<file path="src/rtl/stream_merge4_pkg.sv">
// Shared types and the round-robin search used by the four-port merge.
package stream_merge_pkg;
  localparam int NUM_PORTS = 4;
  localparam int PORT_AW   = 2;

  typedef logic [PORT_AW-1:0] port_idx_t;

  typedef struct packed {
    logic      valid;
    port_idx_t idx;
  } rr_grant_t;

  // Search last+1 .. last+4 (mod 4). The loop runs from farthest to nearest,
  // so the nearest requester overwrites the result and wins.
  function automatic rr_grant_t rr_next(input logic [NUM_PORTS-1:0] req,
                                        input port_idx_t last);
    rr_grant_t g;
    port_idx_t cand;
    g = '0;
    for (int k = NUM_PORTS; k >= 1; k--) begin
      cand = last + port_idx_t'(k);
      if (req[cand]) begin
        g.valid = 1'b1;
        g.idx   = cand;
      end
    end
    return g;
  endfunction
endpackage

</file>
<file path="src/rtl/stream_merge4_if.sv">
// Bus bundle for the four source ports and the merged, address-tagged output.
// Handshake: a word moves when en and rdy are both high at a rising clock edge.
// A source that sees rdy low holds its word; the sink may stall with rdy low.
import stream_merge_pkg::*;

interface stream_merge4_if #(parameter int DATA_WIDTH = 32);
  logic [DATA_WIDTH-1:0] din0, din1, din2, din3;
  logic                  din_en0, din_en1, din_en2, din_en3;
  logic                  din_rdy0, din_rdy1, din_rdy2, din_rdy3;
  logic [DATA_WIDTH-1:0] dout;
  logic                  dout_en;
  port_idx_t             dout_addr;
  logic                  dout_rdy;

  // master: the sources and the sink around the merge
  modport master (
    output din0, din1, din2, din3, din_en0, din_en1, din_en2, din_en3, dout_rdy,
    input  din_rdy0, din_rdy1, din_rdy2, din_rdy3, dout, dout_en, dout_addr
  );

  // slave: the merge itself
  modport slave (
    input  din0, din1, din2, din3, din_en0, din_en1, din_en2, din_en3, dout_rdy,
    output din_rdy0, din_rdy1, din_rdy2, din_rdy3, dout, dout_en, dout_addr
  );
endinterface

</file>
<file path="src/rtl/stream_merge4_rr_arbiter4.sv">
// Four-way round-robin arbiter; owns last_grant, which moves only on a real grant.
import stream_merge_pkg::*;

module rr_arbiter4 (
  input  logic                 clk,
  input  logic                 reset,
  input  logic [NUM_PORTS-1:0] req,
  input  logic                 advance,
  output logic                 gnt_valid,
  output port_idx_t            gnt_idx
);
  port_idx_t last_grant;
  rr_grant_t gnt;

  always_comb begin
    gnt       = rr_next(req, last_grant);
    gnt_valid = gnt.valid;
    gnt_idx   = gnt.idx;
  end

  // Reset to 3 so that port 0 is searched first.
  always_ff @(posedge clk) begin
    if (reset) begin
      last_grant <= port_idx_t'(NUM_PORTS - 1);
    end else if (advance && gnt_valid) begin
      last_grant <= gnt_idx;
    end
  end
endmodule

</file>
<file path="src/rtl/stream_merge4.sv">
// Four-to-one merge: one-entry buffer per port, round-robin grant into a
// registered output stage tagged with the source port index.
import stream_merge_pkg::*;

module stream_merge4 #(
  parameter int DATA_WIDTH = 32
) (
  input  logic            clk,
  input  logic            reset,
  stream_merge4_if.slave  bus
);
  logic [DATA_WIDTH-1:0] din_a    [NUM_PORTS];
  logic [NUM_PORTS-1:0]  din_en_a;
  logic [DATA_WIDTH-1:0] buf_data [NUM_PORTS];
  logic [NUM_PORTS-1:0]  buf_valid;

  logic [DATA_WIDTH-1:0] dout_q;
  logic                  dout_en_q;
  port_idx_t             dout_addr_q;

  logic      load;
  logic      grant;
  logic      gnt_valid;
  port_idx_t gnt_idx;

  assign din_a[0] = bus.din0;
  assign din_a[1] = bus.din1;
  assign din_a[2] = bus.din2;
  assign din_a[3] = bus.din3;
  assign din_en_a = {bus.din_en3, bus.din_en2, bus.din_en1, bus.din_en0};

  // Ready is purely the inverse of a buffer register: no path from en/rdy inputs.
  assign bus.din_rdy0 = ~buf_valid[0];
  assign bus.din_rdy1 = ~buf_valid[1];
  assign bus.din_rdy2 = ~buf_valid[2];
  assign bus.din_rdy3 = ~buf_valid[3];

  assign bus.dout      = dout_q;
  assign bus.dout_en   = dout_en_q;
  assign bus.dout_addr = dout_addr_q;

  assign load  = ~dout_en_q | bus.dout_rdy;
  assign grant = load & gnt_valid;

  rr_arbiter4 u_arb (
    .clk       (clk),
    .reset     (reset),
    .req       (buf_valid),
    .advance   (load),
    .gnt_valid (gnt_valid),
    .gnt_idx   (gnt_idx)
  );

  always_ff @(posedge clk) begin
    if (reset) begin
      buf_valid   <= '0;
      dout_q      <= '0;
      dout_en_q   <= 1'b0;
      dout_addr_q <= '0;
      for (int i = 0; i < NUM_PORTS; i++) begin
        buf_data[i] <= '0;
      end
    end else begin
      // A granted buffer is full, so its ready is low and it cannot accept this edge.
      for (int i = 0; i < NUM_PORTS; i++) begin
        if (grant && gnt_idx == port_idx_t'(i)) begin
          buf_valid[i] <= 1'b0;
        end else if (din_en_a[i] && !buf_valid[i]) begin
          buf_valid[i] <= 1'b1;
          buf_data[i]  <= din_a[i];
        end
      end

      if (grant) begin
        dout_q      <= buf_data[gnt_idx];
        dout_addr_q <= gnt_idx;
        dout_en_q   <= 1'b1;
      end else if (bus.dout_rdy) begin
        dout_en_q   <= 1'b0;
      end
    end
  end
endmodule

</file>
<file path="src/flat_wrapper.sv">
// flat-port wrapper written by rule: the top's interface ports become plain ports
module stream_merge4_flat 
#(
  parameter int DATA_WIDTH = 32
)
  (clk, reset, bus_din0, bus_din1, bus_din2, bus_din3, bus_din_en0, bus_din_en1, bus_din_en2, bus_din_en3, bus_dout_rdy, bus_din_rdy0, bus_din_rdy1, bus_din_rdy2, bus_din_rdy3, bus_dout, bus_dout_en, bus_dout_addr);
  stream_merge4_if #(.DATA_WIDTH(DATA_WIDTH)) bus_i ();
  input  logic clk;
  input  logic reset;
  input wire logic [$bits(bus_i.din0)-1:0] bus_din0;
  input wire logic [$bits(bus_i.din1)-1:0] bus_din1;
  input wire logic [$bits(bus_i.din2)-1:0] bus_din2;
  input wire logic [$bits(bus_i.din3)-1:0] bus_din3;
  input wire logic [$bits(bus_i.din_en0)-1:0] bus_din_en0;
  input wire logic [$bits(bus_i.din_en1)-1:0] bus_din_en1;
  input wire logic [$bits(bus_i.din_en2)-1:0] bus_din_en2;
  input wire logic [$bits(bus_i.din_en3)-1:0] bus_din_en3;
  input wire logic [$bits(bus_i.dout_rdy)-1:0] bus_dout_rdy;
  output wire logic [$bits(bus_i.din_rdy0)-1:0] bus_din_rdy0;
  output wire logic [$bits(bus_i.din_rdy1)-1:0] bus_din_rdy1;
  output wire logic [$bits(bus_i.din_rdy2)-1:0] bus_din_rdy2;
  output wire logic [$bits(bus_i.din_rdy3)-1:0] bus_din_rdy3;
  output wire logic [$bits(bus_i.dout)-1:0] bus_dout;
  output wire logic [$bits(bus_i.dout_en)-1:0] bus_dout_en;
  output wire logic [$bits(bus_i.dout_addr)-1:0] bus_dout_addr;
  assign bus_i.din0 = bus_din0;
  assign bus_i.din1 = bus_din1;
  assign bus_i.din2 = bus_din2;
  assign bus_i.din3 = bus_din3;
  assign bus_i.din_en0 = bus_din_en0;
  assign bus_i.din_en1 = bus_din_en1;
  assign bus_i.din_en2 = bus_din_en2;
  assign bus_i.din_en3 = bus_din_en3;
  assign bus_i.dout_rdy = bus_dout_rdy;
  assign bus_din_rdy0 = bus_i.din_rdy0;
  assign bus_din_rdy1 = bus_i.din_rdy1;
  assign bus_din_rdy2 = bus_i.din_rdy2;
  assign bus_din_rdy3 = bus_i.din_rdy3;
  assign bus_dout = bus_i.dout;
  assign bus_dout_en = bus_i.dout_en;
  assign bus_dout_addr = bus_i.dout_addr;
  stream_merge4 #(.DATA_WIDTH(DATA_WIDTH)) u_core (.clk(clk), .reset(reset), .bus(bus_i));
endmodule
</file>
<file path="config.mk">
export PLATFORM = sky130hd
export DESIGN_NAME = stream_merge4_flat
export DESIGN_NICKNAME = d
export VERILOG_FILES = /design/src/rtl/stream_merge4_pkg.sv /design/src/rtl/stream_merge4_if.sv /design/src/rtl/stream_merge4_rr_arbiter4.sv /design/src/rtl/stream_merge4.sv /design/src/flat_wrapper.sv
export SDC_FILE = /design/constraint.sdc
export NUM_CORES = 1
export LEC_CHECK = 0
export ABC_AREA = 1
export CORE_UTILIZATION = 41
export CTS_CLUSTER_SIZE = 24
export DETAILED_ROUTE_END_ITERATION = 16
export PLACE_DENSITY = 0.67
export SETUP_SLACK_MARGIN = 0.15
export SLEW_MARGIN = 15
export SYNTH_ARGS = -nofsm -noshare
export SYNTH_HDL_FRONTEND = slang
export SYNTH_SLANG_ARGS = --single-unit
export TNS_END_PERCENT = 30
</file>
<file path="constraint.sdc">
create_clock -name clk -period 2.7 [get_ports clk]
set_input_delay 0.54 -clock clk [delete_from_list [all_inputs] [get_ports clk]]
set_output_delay 0.54 -clock clk [all_outputs]
set_load 0.01 [all_outputs]
</file>
==> flow_summary.ini <==
[routing]
dr.first_iter.drc_count = 503
ant_nets = 0
post_drt_via_cell_ratio = 4.54
drt-total-wl_um = 19900
via_count = 6329
avgRoutedWirePerCell_um = 14.3
drt_pass1_iterations = 8
drcViolationCount = 0

[synth]
ys_seq_elements = 169
synthesis.instances = 955
synth_fp_nets = 1090
fraction_of_the_mapped_netlist_area_in_adder_cells_pct = 0
synth_warnings = 0
synth_xor_xnor_area_share_pct = 0
synth.cell_area_um2 = 7930
synth-compound-area-share_pct = 0.978
syn_area_per_cell_um2 = 8.31
synth_top_family_by_area = simple AND/OR/NAND/NOR gates
synth.mux.area_fraction_pct = 0
seq_area_frac_synth_pct = 58.8
post_synth_and_or_nand_nor_area_fraction_pct = 26.8
synth_cell_type_count = 22

[outcome]
outcome = complete, no violations

[timing]
slew_headroom_pct = 62.2
rsz0062_at_grt = no
fmaxAchievable_mhz = 467
min_tclk_post_route_ps = 2140
tightest_slew_ps = 566
slew_viol_final = 0
timing_hold_violations_final = 0
finalSetupTns_ps = 0
timing.final.crit_share_pct = 79.4
report.final.setup_viol = 0
fin_skew_ps = 5.88

[worst_setup_path]
end_kind = flip-flop
worst-endpoint-arrival_ps = 2470
timing.critical_path.from_type = flip-flop
crit_type = reg2reg
critPathRequiredTime_ps = 3030
worstPathMaxFanout = 45

[layout]
final_net_count = 1257
area_growth_from_synthesis_to_layout_pct = 32.0
layout.cell_area.non_filler_um2 = 10500
post_layout_nonfiller_instances = 1395
antenna-diode-count = 0
drive_gt1_share_pct = 5.02
nFillCells = 1772

[floorplan]
std_cell_rows = 50
die_width_um = 141
core_um2 = 18800
start_util_pct = 42.1
pin_count = 174
fp.dieH_um = 141
dieArea_um2 = 19900

[flow_run]
max_cap_check_violation_count = 0

[grt]
grt_first_pass_wirelength_um = 31000
leftover_overflow_at_the_end_of_global_routing = 0
grt_max_degree = 46
global_route.usage.total_pct = 20.8
initial_antenna_violation_count = 0
first_global_vias = 6105

[power]
finalPower_w = 0.0115
p_per_area_nw_per_um2 = 1100
ir_drop_mv = 0.880
leakagePower_nw = 5.04

[placed_design]
place.port_buffers = 173
post_dp_cell_area_um2 = 9940
gpl.final_weighted_congestion = 0.911
place.detailed.instances = 1363
dp_hpwl_um = 14300

[cts]
postCtsSetupBuffers = 0
worst_skew_pair_latency_ps = 430
cts_tree = done
numCtsBuffers = 17
cts.sinks = 169
clock_tree.root_cell = clkbuf_16
max-clock-path-buffers = 2
path_clk_slew_ps = 60
h_tree_levels = 4
post_cts_resize_count = 0
postCtsHoldBufs = 0

[min_path]
timing.hold.worst.class = reg2reg
==> cell families after synthesis <==
| logic type | Yosys count |
|---|---|
| AOI/OAI and AO/OA | 14 |
| DFF | 169 |
| and+or+nand+nor | 504 |
| buffers and inverters | 268 |
==> per-stage QoR <==
stage | utilization [%] | hold slack [ps] | setup slack (ps)
3_5_place_dp | 52.8 | 468 | 412
2_1_floorplan | - | 484 | 499
4_1_cts | 55.6 | 486 | 567
3_3_place_gp | 52.8 | 477 | 421
6_report | 55.6 | 493 | 557
5_1_grt | 55.6 | 513 | 303
==> layout make-up <==
| class | count | area (µm²) | area share [%] |
|---|---|---|---|
| repair buffers | 193 | 1910 | 18.2 |
| multi-input cells | 518 | 2200 | 21.1 |
| clock buffers | 22 | 454 | 4.34 |
| well taps | 260 | 325 | 3.11 |
| flip-flops and latches | 169 | 4660 | 44.5 |
| inverters | 223 | 840 | 8.02 |
| clock inverters | 10 | 77.6 | 0.741 |
==> path summary, 6_finish.rpt <==
check | startpoint | slack [ps] | cells after the start | end
worst max-delay path | u_core.u_arb.last_grant[0] | 560 | 14 | u_core.bus.dout[31]
worst min-delay path | u_core.bus.dout_addr[1] | 490 | 2 | u_core.bus.dout_addr[1]
worst max register to register | u_core.u_arb.last_grant[0] | 560 | 14 | u_core.bus.dout[31]
worst min register to register | u_core.bus.dout_addr[1] | 490 | 2 | u_core.bus.dout_addr[1]
==> sequential cells by signal, indices dropped and copies added, names as in the netlist <==
name / count
u_core.buf_valid: 4
u_core.u_arb.last_grant: 2
u_core.bus.dout_en: 1
u_core.buf_data: 128
u_core.bus.dout_addr: 2
u_core.bus.dout: 32
==> placed cells by master (no fill, tap or decap), types with 2 or more instances in the layout <==
cell type	n
inv_1	218
nor2_1	211
clkdlybuf4s50_1	173
nand2_1	167
edfxtp_1	128
nand3_1	103
dfxtp_1	41
buf_4	18
clkbuf_16	17
and3b_1	16
a21oi_1	6
clkinv_2	6
inv_2	4
o21ai_0	4
clkbuf_1	4
nand2_2	3
o211ai_1	3
inv_4	2
nand4_1	2
buf_12	2
==> per-layer routing <==
metal	global-route usage, %	wire, µm
met4	8.35	468
met5	0	0
met3	4.28	1420
met2	35.5	9680
met1	25.8	8360
==> cell usage after synthesis <==
master,number,share of area (%)
a21oi_1,6,0.38
and3b_1,16,1.8
buf_1,2,0.095
buf_2,8,0.50
buf_4,2,0.19
buf_6,5,0.71
clkbuf_1,28,1.3
dfxtp_1,41,10
edfxtp_1,128,48
inv_1,218,10
inv_2,4,0.19
inv_4,1,0.079
nand2_1,167,7.9
nand2_2,3,0.24
nand2_4,1,0.14
nand3_1,103,6.5
nand3_2,1,0.13
nand4_1,2,0.16
nor2_1,211,10
o211ai_1,3,0.28
o21ai_0,4,0.25
o21ai_1,1,0.063
==> critical path: stages, from the launching register on <==
cell,delay (ps)
dfxtp_1,500
inv_4,100
nand2_1,70
nand2_1,90
nand2_1,100
nand2_1,60
inv_2,60
nand3_2,80
nand2_2,110
buf_4,420
nand2_1,100
nand3_1,130
nand3_1,90
nand2_1,60
inv_1,30
==> power breakdown <==
group          switching, W  total [W]  leakage (nW)  internal (W)
registers          0.000273    0.00373          1.73       0.00345
clock network      0.000965    0.00224         0.265       0.00128
logic               0.00348    0.00551          3.04       0.00203
total               0.00472     0.0115          5.04       0.00677
Note: power is estimated with default switching activity, not from simulation.
